--- src/rtl/cla_slice_scheduler_pkg.sv ---
// Shared types and constants for the CLA slice scheduler.
// The state enum, the default slice width, and the beat-count and index-width
// helpers live here so that the top and the arbiter size themselves consistently.
package cla_sched_pkg;

    localparam int unsigned DEF_SLICE = 6;

    typedef enum logic [1:0] {
        IDLE = 2'd0,
        RUN  = 2'd1,
        DONE = 2'd2
    } state_t;

    // Number of slice beats needed for one full-width addition.
    function automatic int unsigned nbeats(input int unsigned width, input int unsigned slice);
        return width / slice;
    endfunction

    // Width of an index over n items, never narrower than one bit.
    function automatic int unsigned id_width(input int unsigned n);
        return (n <= 2) ? 1 : $clog2(n);
    endfunction

endpackage

--- src/rtl/cla_slice_scheduler_arb.sv ---
// Round-robin arbiter for the CLA slice scheduler.
// Grants the lowest requester index at or above rr_ptr that has req_valid set,
// wrapping around to index 0. Outputs a one-hot grant, its index, and whether
// any requester was granted.
module cla_rr_arbiter
    import cla_sched_pkg::*;
#(
    parameter int unsigned NREQ = 2
) (
    input  logic [NREQ-1:0]               req_valid,
    input  logic [id_width(NREQ)-1:0]     rr_ptr,
    output logic [NREQ-1:0]               grant,
    output logic [id_width(NREQ)-1:0]     grant_idx,
    output logic                          grant_any
);

    localparam int unsigned IDW = id_width(NREQ);

    // Scan from rr_ptr upward with wrap; the first valid requester wins.
    always_comb begin
        grant     = '0;
        grant_idx = '0;
        grant_any = 1'b0;
        for (int unsigned i = 0; i < NREQ; i++) begin
            int unsigned idx;
            idx = 32'(rr_ptr) + i;
            if (idx >= NREQ) begin
                idx = idx - NREQ;
            end
            if (!grant_any && req_valid[idx]) begin
                grant_any  = 1'b1;
                grant[idx] = 1'b1;
                grant_idx  = IDW'(idx);
            end
        end
    end

endmodule

--- src/rtl/cla_slice_scheduler.sv ---
// CLA slice scheduler: shares one external SLICE-bit combinational carry-lookahead
// adder slice between NREQ requesters. Each WIDTH-bit addition is sequenced over
// WIDTH/SLICE beats, least significant slice first, with the carry registered
// between beats. The accepted operation's result is held until rsp_ready.
// Optional build macro: CLA_SCHED_OVF_EN adds the rsp_ovf two's-complement
// overflow output, registered alongside rsp_sum.
module cla_slice_scheduler
    import cla_sched_pkg::*;
#(
    parameter int unsigned WIDTH = 24,
    parameter int unsigned SLICE = DEF_SLICE,
    parameter int unsigned NREQ  = 2
) (
    input  logic                          clk,
    input  logic                          rst,
    input  logic [NREQ-1:0]               req_valid,
    output logic [NREQ-1:0]               req_ready,
    input  logic [NREQ*WIDTH-1:0]         req_a,
    input  logic [NREQ*WIDTH-1:0]         req_b,
    input  logic [NREQ-1:0]               req_cin,
    output logic [SLICE-1:0]              sl_a,
    output logic [SLICE-1:0]              sl_b,
    output logic                          sl_cin,
    input  logic [SLICE-1:0]              sl_s,
    input  logic                          sl_cout,
    output logic                          rsp_valid,
    input  logic                          rsp_ready,
    output logic [id_width(NREQ)-1:0]     rsp_id,
    output logic [WIDTH-1:0]              rsp_sum,
    output logic                          rsp_cout
`ifdef CLA_SCHED_OVF_EN
    ,
    output logic                          rsp_ovf
`endif
);

    localparam int unsigned NBEATS = nbeats(WIDTH, SLICE);
    localparam int unsigned IDW    = id_width(NREQ);
    localparam int unsigned BW     = id_width(NBEATS);

    localparam logic [BW-1:0]  LAST_BEAT = BW'(NBEATS - 1);
    localparam logic [IDW-1:0] LAST_ID   = IDW'(NREQ - 1);

    if (((WIDTH % SLICE) != 0) || (NREQ < 2)) begin : g_cfg_check
        $error("cla_slice_scheduler: WIDTH must be a multiple of SLICE and NREQ must be >= 2");
    end

    state_t           state;
    state_t           state_nx;
    logic [IDW-1:0]   rr_ptr;
    logic [BW-1:0]    beat;
    logic             carry_reg;
    logic [WIDTH-1:0] a_reg;
    logic [WIDTH-1:0] b_reg;
    logic             cin_reg;

    logic [NREQ-1:0]  grant;
    logic [IDW-1:0]   grant_idx;
    logic             grant_any;
    logic             last_beat;

    cla_rr_arbiter #(
        .NREQ (NREQ)
    ) u_arb (
        .req_valid (req_valid),
        .rr_ptr    (rr_ptr),
        .grant     (grant),
        .grant_idx (grant_idx),
        .grant_any (grant_any)
    );

    assign last_beat = (beat == LAST_BEAT);
    assign rsp_valid = (state == DONE);

    // State register.
    always_ff @(posedge clk) begin
        if (rst) begin
            state <= IDLE;
        end else begin
            state <= state_nx;
        end
    end

    // Next-state, request accept and slice operand drive.
    always_comb begin
        state_nx  = state;
        req_ready = '0;
        sl_a      = '0;
        sl_b      = '0;
        sl_cin    = 1'b0;
        case (state)
            IDLE: begin
                if (grant_any) begin
                    req_ready = grant;
                    state_nx  = RUN;
                end
            end
            RUN: begin
                sl_a   = a_reg[beat*SLICE +: SLICE];
                sl_b   = b_reg[beat*SLICE +: SLICE];
                sl_cin = (beat == '0) ? cin_reg : carry_reg;
                if (last_beat) begin
                    state_nx = DONE;
                end
            end
            DONE: begin
                if (rsp_ready) begin
                    state_nx = IDLE;
                end
            end
            default: begin
                state_nx = IDLE;
            end
        endcase
    end

    // Operand capture on accept, per-beat sum/carry accumulation, and the
    // result registers that stay stable while the response waits in DONE.
    always_ff @(posedge clk) begin
        if (rst) begin
            rr_ptr    <= '0;
            beat      <= '0;
            carry_reg <= 1'b0;
            a_reg     <= '0;
            b_reg     <= '0;
            cin_reg   <= 1'b0;
            rsp_id    <= '0;
            rsp_sum   <= '0;
            rsp_cout  <= 1'b0;
        end else begin
            case (state)
                IDLE: begin
                    if (grant_any) begin
                        a_reg   <= req_a[grant_idx*WIDTH +: WIDTH];
                        b_reg   <= req_b[grant_idx*WIDTH +: WIDTH];
                        cin_reg <= req_cin[grant_idx];
                        rsp_id  <= grant_idx;
                        beat    <= '0;
                        rr_ptr  <= (grant_idx == LAST_ID) ? '0 : grant_idx + 1'b1;
                    end
                end
                RUN: begin
                    rsp_sum[beat*SLICE +: SLICE] <= sl_s;
                    carry_reg <= sl_cout;
                    if (last_beat) begin
                        // Parked at 0 rather than k+1 so it never indexes past the top slice.
                        beat     <= '0;
                        rsp_cout <= sl_cout;
                    end else begin
                        beat <= beat + 1'b1;
                    end
                end
                default: begin
                end
            endcase
        end
    end

`ifdef CLA_SCHED_OVF_EN
    // Signed overflow, captured on the final beat together with the top sum slice.
    always_ff @(posedge clk) begin
        if (rst) begin
            rsp_ovf <= 1'b0;
        end else if ((state == RUN) && last_beat) begin
            rsp_ovf <= (a_reg[WIDTH-1] == b_reg[WIDTH-1]) && (sl_s[SLICE-1] != a_reg[WIDTH-1]);
        end
    end
`endif

endmodule
--- config.mk ---
export PLATFORM = sky130hd
export DESIGN_NAME = cla_slice_scheduler
export DESIGN_NICKNAME = d
export VERILOG_FILES = /design/src/rtl/cla_slice_scheduler_pkg.sv /design/src/rtl/cla_slice_scheduler_arb.sv /design/src/rtl/cla_slice_scheduler.sv
export SDC_FILE = /design/constraint.sdc
export NUM_CORES = 1
export LEC_CHECK = 0
export ABC_AREA = 1
export CORE_MARGIN = 4
export CORE_UTILIZATION = 29
export CTS_CLUSTER_SIZE = 28
export DETAILED_ROUTE_END_ITERATION = 6
export PLACE_DENSITY_LB_ADDON = 0.15
export RECOVER_POWER = 25
export SETUP_SLACK_MARGIN = 0.15
export SLEW_MARGIN = 30
export SYNTH_ARGS = -nofsm -noshare
export SYNTH_HDL_FRONTEND = slang
export SYNTH_HIERARCHICAL = 1
export SYNTH_SLANG_ARGS = --single-unit
--- constraint.sdc ---
create_clock -name clk -period 2.7 [get_ports clk]
set_input_delay 0.81 -clock clk [delete_from_list [all_inputs] [get_ports clk]]
set_output_delay 0.81 -clock clk [all_outputs]
set_load 0.005 [all_outputs]
==> run_summary.xml <==
<?xml version="1.0" encoding="UTF-8"?>
<metrics>
  <group name="outcome">
    <metric name="run_status" unit="">completed</metric>
  </group>
  <group name="die">
    <metric name="initial_utilization" unit="%">29.9</metric>
    <metric name="chipWidth" unit="µm">125</metric>
    <metric name="floorplan.die_area" unit="mm²">0.0157</metric>
    <metric name="die_height" unit="µm">125</metric>
    <metric name="floorplan.rows" unit="">42</metric>
    <metric name="num_io_pins" unit="">152</metric>
    <metric name="design.core.area" unit="mm²">0.0134</metric>
  </group>
  <group name="global_route">
    <metric name="vias_in_the_first_global_route" unit="">4446</metric>
    <metric name="grt_max_degree" unit="">53</metric>
    <metric name="grt_use_total" unit="%">16.8</metric>
    <metric name="grt_pass1_wl" unit="mm">21.8</metric>
    <metric name="grt_antenna_before_repair" unit="">0</metric>
    <metric name="overflow" unit="">0</metric>
  </group>
  <group name="yosys">
    <metric name="synthDominantAreaCellType" unit="">sky130_fd_sc_hd__dfxtp_1</metric>
    <metric name="synth-main-ff-cell" unit="">sky130_fd_sc_hd__dfxtp_1</metric>
    <metric name="ffs_w_async_s_r_synth" unit="%">0</metric>
    <metric name="synth-edff-count" unit="">0</metric>
    <metric name="synthDistinctLibCells" unit="">26</metric>
    <metric name="synthesis.nets" unit="">717</metric>
    <metric name="synth_top_area_share" unit="%">40.5</metric>
    <metric name="synth_commonest_cells" unit="">sky130_fd_sc_hd__nand2_1, sky130_fd_sc_hd__dfxtp_1, sky130_fd_sc_hd__nor2_1, sky130_fd_sc_hd__a31oi_1, sky130_fd_sc_hd__a21oi_1</metric>
    <metric name="ys_seq_area_share" unit="%">40.5</metric>
    <metric name="yosys_register_bits" unit="">81</metric>
    <metric name="synth.most_common_cell" unit="">sky130_fd_sc_hd__nand2_1</metric>
    <metric name="synth_warnings" unit="">6</metric>
    <metric name="synth_area_per_cell" unit="µm²">6.65</metric>
    <metric name="main_area_contributors_after_synthesis" unit="">sky130_fd_sc_hd__dfxtp_1, sky130_fd_sc_hd__nand2_1, sky130_fd_sc_hd__a31oi_1</metric>
    <metric name="synth_area" unit="mm²">0.00400</metric>
    <metric name="netlist_instances" unit="">602</metric>
  </group>
  <group name="critical_path">
    <metric name="crit_path_max_incr_delay" unit="ns">0.27</metric>
    <metric name="reg2reg_setup_slack" unit="ns">0.60</metric>
    <metric name="cp-start-kind" unit="">primary input</metric>
    <metric name="crit_type" unit="">in -&gt; out</metric>
    <metric name="most_used_cell_cp" unit="">sky130_fd_sc_hd__dlygate4sd2_1</metric>
    <metric name="timing.critical_path.cells" unit="">dlygate4sd2_1, inv_1, nand2_2, nand3_4, nor2_1, dlygate4sd2_1</metric>
    <metric name="endpoint_kind" unit="">primary output</metric>
    <metric name="crit_required" unit="ns">1.89</metric>
    <metric name="critPathTopFamily" unit="">buffers and inverters</metric>
    <metric name="critPathSlowestCell" unit="">sky130_fd_sc_hd__dlygate4sd2_1</metric>
    <metric name="path_buf_inv" unit="">3</metric>
    <metric name="worstPathMaxFanout" unit="">3</metric>
    <metric name="timing.critical_path.arrival" unit="ns">1.68</metric>
  </group>
  <group name="clock_network">
    <metric name="cts_hold_buf" unit="">0</metric>
    <metric name="clock_latency" unit="ns">0.35</metric>
    <metric name="cts_tree" unit="">done</metric>
    <metric name="clock_tree.root_cell" unit="">sky130_fd_sc_hd__clkbuf_16</metric>
    <metric name="path_clk_slew" unit="ns">0.05</metric>
    <metric name="cts.sink_count" unit="">81</metric>
    <metric name="h-tree-depth" unit="">3</metric>
    <metric name="cts-root-to-sink-buffers" unit="">2</metric>
    <metric name="tritoncts.num_buffers" unit="">9</metric>
  </group>
  <group name="route">
    <metric name="drt-initial-drc-count" unit="">213</metric>
    <metric name="via_density_per_instance" unit="">4.79</metric>
    <metric name="antenna_violating_nets_post_route" unit="">0</metric>
    <metric name="avgRoutedWirePerCell" unit="µm">14.4</metric>
    <metric name="drt_wl_total" unit="mm">13.4</metric>
    <metric name="vias" unit="">4446</metric>
    <metric name="drt-pass1-iter-count" unit="">6</metric>
    <metric name="post-route-drc-count" unit="">0</metric>
  </group>
  <group name="final_layout">
    <metric name="final_core_utilization" unit="%">45.1</metric>
    <metric name="antenna_cells_inserted" unit="">0</metric>
    <metric name="instances_no_fill" unit="">928</metric>
    <metric name="layout-area-overhead-vs-synth" unit="%">51.2</metric>
    <metric name="seq_area" unit="mm²">0.00163</metric>
    <metric name="design.final.nets" unit="">862</metric>
    <metric name="total_area_of_multi_input_combinational_cells" unit="mm²">0.00213</metric>
    <metric name="fill_cells" unit="">1403</metric>
    <metric name="post_route_cells_drive_above_1_share" unit="%">7.71</metric>
  </group>
  <group name="timing">
    <metric name="hold_violations" unit="">0</metric>
    <metric name="fin_crit_sh" unit="%">92.1</metric>
    <metric name="skew" unit="ns">0.00730</metric>
    <metric name="grt_setup_unrepaired" unit="">yes</metric>
    <metric name="timing_max_transition_violations_final" unit="">0</metric>
    <metric name="clock.fmax" unit="MHz">402</metric>
    <metric name="maxSlewHeadroom" unit="%">62.7</metric>
    <metric name="report.final.setup_viol" unit="">0</metric>
    <metric name="actual_transition_at_the_worst_max_transition_pin" unit="ns">0.556</metric>
    <metric name="finalCriticalPeriod" unit="ns">2.49</metric>
  </group>
  <group name="run">
    <metric name="drv_cap" unit="">0</metric>
  </group>
  <group name="placed_design">
    <metric name="dp_hpwl" unit="mm">10.3</metric>
    <metric name="place.gp.congestion" unit="">0.831</metric>
    <metric name="placed_cells_incl_taps" unit="">910</metric>
    <metric name="port_buffers" unit="">151</metric>
  </group>
  <group name="power_and_ir_drop">
    <metric name="post-layout-total-power" unit="mW">3.21</metric>
    <metric name="power_per_cell_area" unit="mW/mm²">530</metric>
    <metric name="p_leak" unit="nW">2.40</metric>
    <metric name="ir_worst_vdd" unit="V">0.000305</metric>
  </group>
  <group name="min_path">
    <metric name="hp-class" unit="">reg -&gt; reg</metric>
  </group>
</metrics>
[final cells by class]
type / count / share of cell area, %
multi-input combinational: 462 / 35.2
timing repair buffer: 171 / 28.3
inverter: 22 / 1.47
sequential: 81 / 26.9
clock buffer: 11 / 4.01
clock inverter: 5 / 0.517
tap: 176 / 3.64
[cells by family (layout without fill, tap and decap cells)]
family                     after synthesis  after routing  share of synthesized area, %
and+or+nand+nor                        333            333                          34.1
adders and majority gates                5              5                          1.56
DFF                                     81             81                          40.5
xor gates and xnor gates                 1              1                         0.219
buffers and inverters                   59            209                          6.63
AOI/OAI and AO/OA                      123            123                          17.0
[placed cells by master, fill, tap and decap left out, types with 2 or more instances in the layout]
cell type | Yosys | routed
sky130_fd_sc_hd__nand4_1 | 3 | 3
sky130_fd_sc_hd__a31oi_1 | 49 | 49
sky130_fd_sc_hd__buf_4 | 1 | 14
sky130_fd_sc_hd__dlygate4sd3_1 | 0 | 24
sky130_fd_sc_hd__o21ai_0 | 28 | 21
sky130_fd_sc_hd__clkinv_2 | 0 | 3
sky130_fd_sc_hd__nor2_1 | 66 | 67
sky130_fd_sc_hd__dfxtp_1 | 81 | 79
sky130_fd_sc_hd__a21oi_1 | 45 | 44
sky130_fd_sc_hd__clkinvlp_4 | 0 | 2
sky130_fd_sc_hd__nand3_1 | 33 | 33
sky130_fd_sc_hd__dlymetal6s2s_1 | 0 | 3
sky130_fd_sc_hd__nand2_2 | 2 | 3
sky130_fd_sc_hd__nand2_1 | 216 | 215
sky130_fd_sc_hd__o21ai_1 | 0 | 6
sky130_fd_sc_hd__clkdlybuf4s50_1 | 0 | 109
sky130_fd_sc_hd__inv_2 | 4 | 3
sky130_fd_sc_hd__nor2_4 | 3 | 4
sky130_fd_sc_hd__nor3_1 | 3 | 3
sky130_fd_sc_hd__ha_1 | 5 | 4
sky130_fd_sc_hd__nor2_2 | 4 | 2
sky130_fd_sc_hd__clkbuf_16 | 0 | 9
sky130_fd_sc_hd__inv_1 | 17 | 16
sky130_fd_sc_hd__dlygate4sd2_1 | 0 | 13
sky130_fd_sc_hd__buf_12 | 0 | 4
[what timing repair did]
item                                    CTS  global route
setup buffers                             1             1
endpoints found under the setup margin   15             5
resized for setup                        32             9
hold endpoints to repair                  0             0
[stage by stage]
step | hold WS [ns] | TNS (ns) | cell area (µm²) | worst slack (ns)
after floorplan | 0.461 | 0 | 4000 | 0.297
after global placement | 0.457 | -0.629 | 5720 | -0.318
after detailed placement | 0.460 | -0.665 | 5720 | -0.334
after CTS | 0.469 | 0 | 6020 | 0.00850
after global routing | 0.482 | 0 | 6050 | 0.145
final | 0.462 | 0 | 6050 | 0.214
[final timing paths]
| path | start | to | cells after the start |
|---|---|---|---|
| setup / recovery | req_valid[1] | req_ready[0] | 6 |
| hold / removal | rsp_sum[10] | rsp_sum[10] | 2 |
| setup reg to reg | beat[0] | rsp_sum[5] | 8 |
| hold reg to reg | rsp_sum[10] | rsp_sum[10] | 2 |
[layer usage]
metal | global-route usage, % | vias to the layer above | part of all wire (%)
met4 | 3.95 | 0 | 0.87
met2 | 26.9 | 127 | 46
li1 | - | 2272 | -
met5 | 0 | - | 0
met3 | 6.91 | 10 | 7.8
met1 | 21.1 | 2037 | 45
[tightest hold or removal path: cells and delay by family, from the launching register on]
kind | cells | cell delay, ns
flops | 1 | 0.30
compound gates | 1 | 0.05
simple gates | 1 | 0.06
[report_power, final]
group | switching [mW] | internal, mW
Combinational | 0.401 | 0.353
Sequential | 0.0460 | 1.28
Clock | 0.487 | 0.644
Total | 0.934 | 2.27
Power figures use the tool's default switching activity.
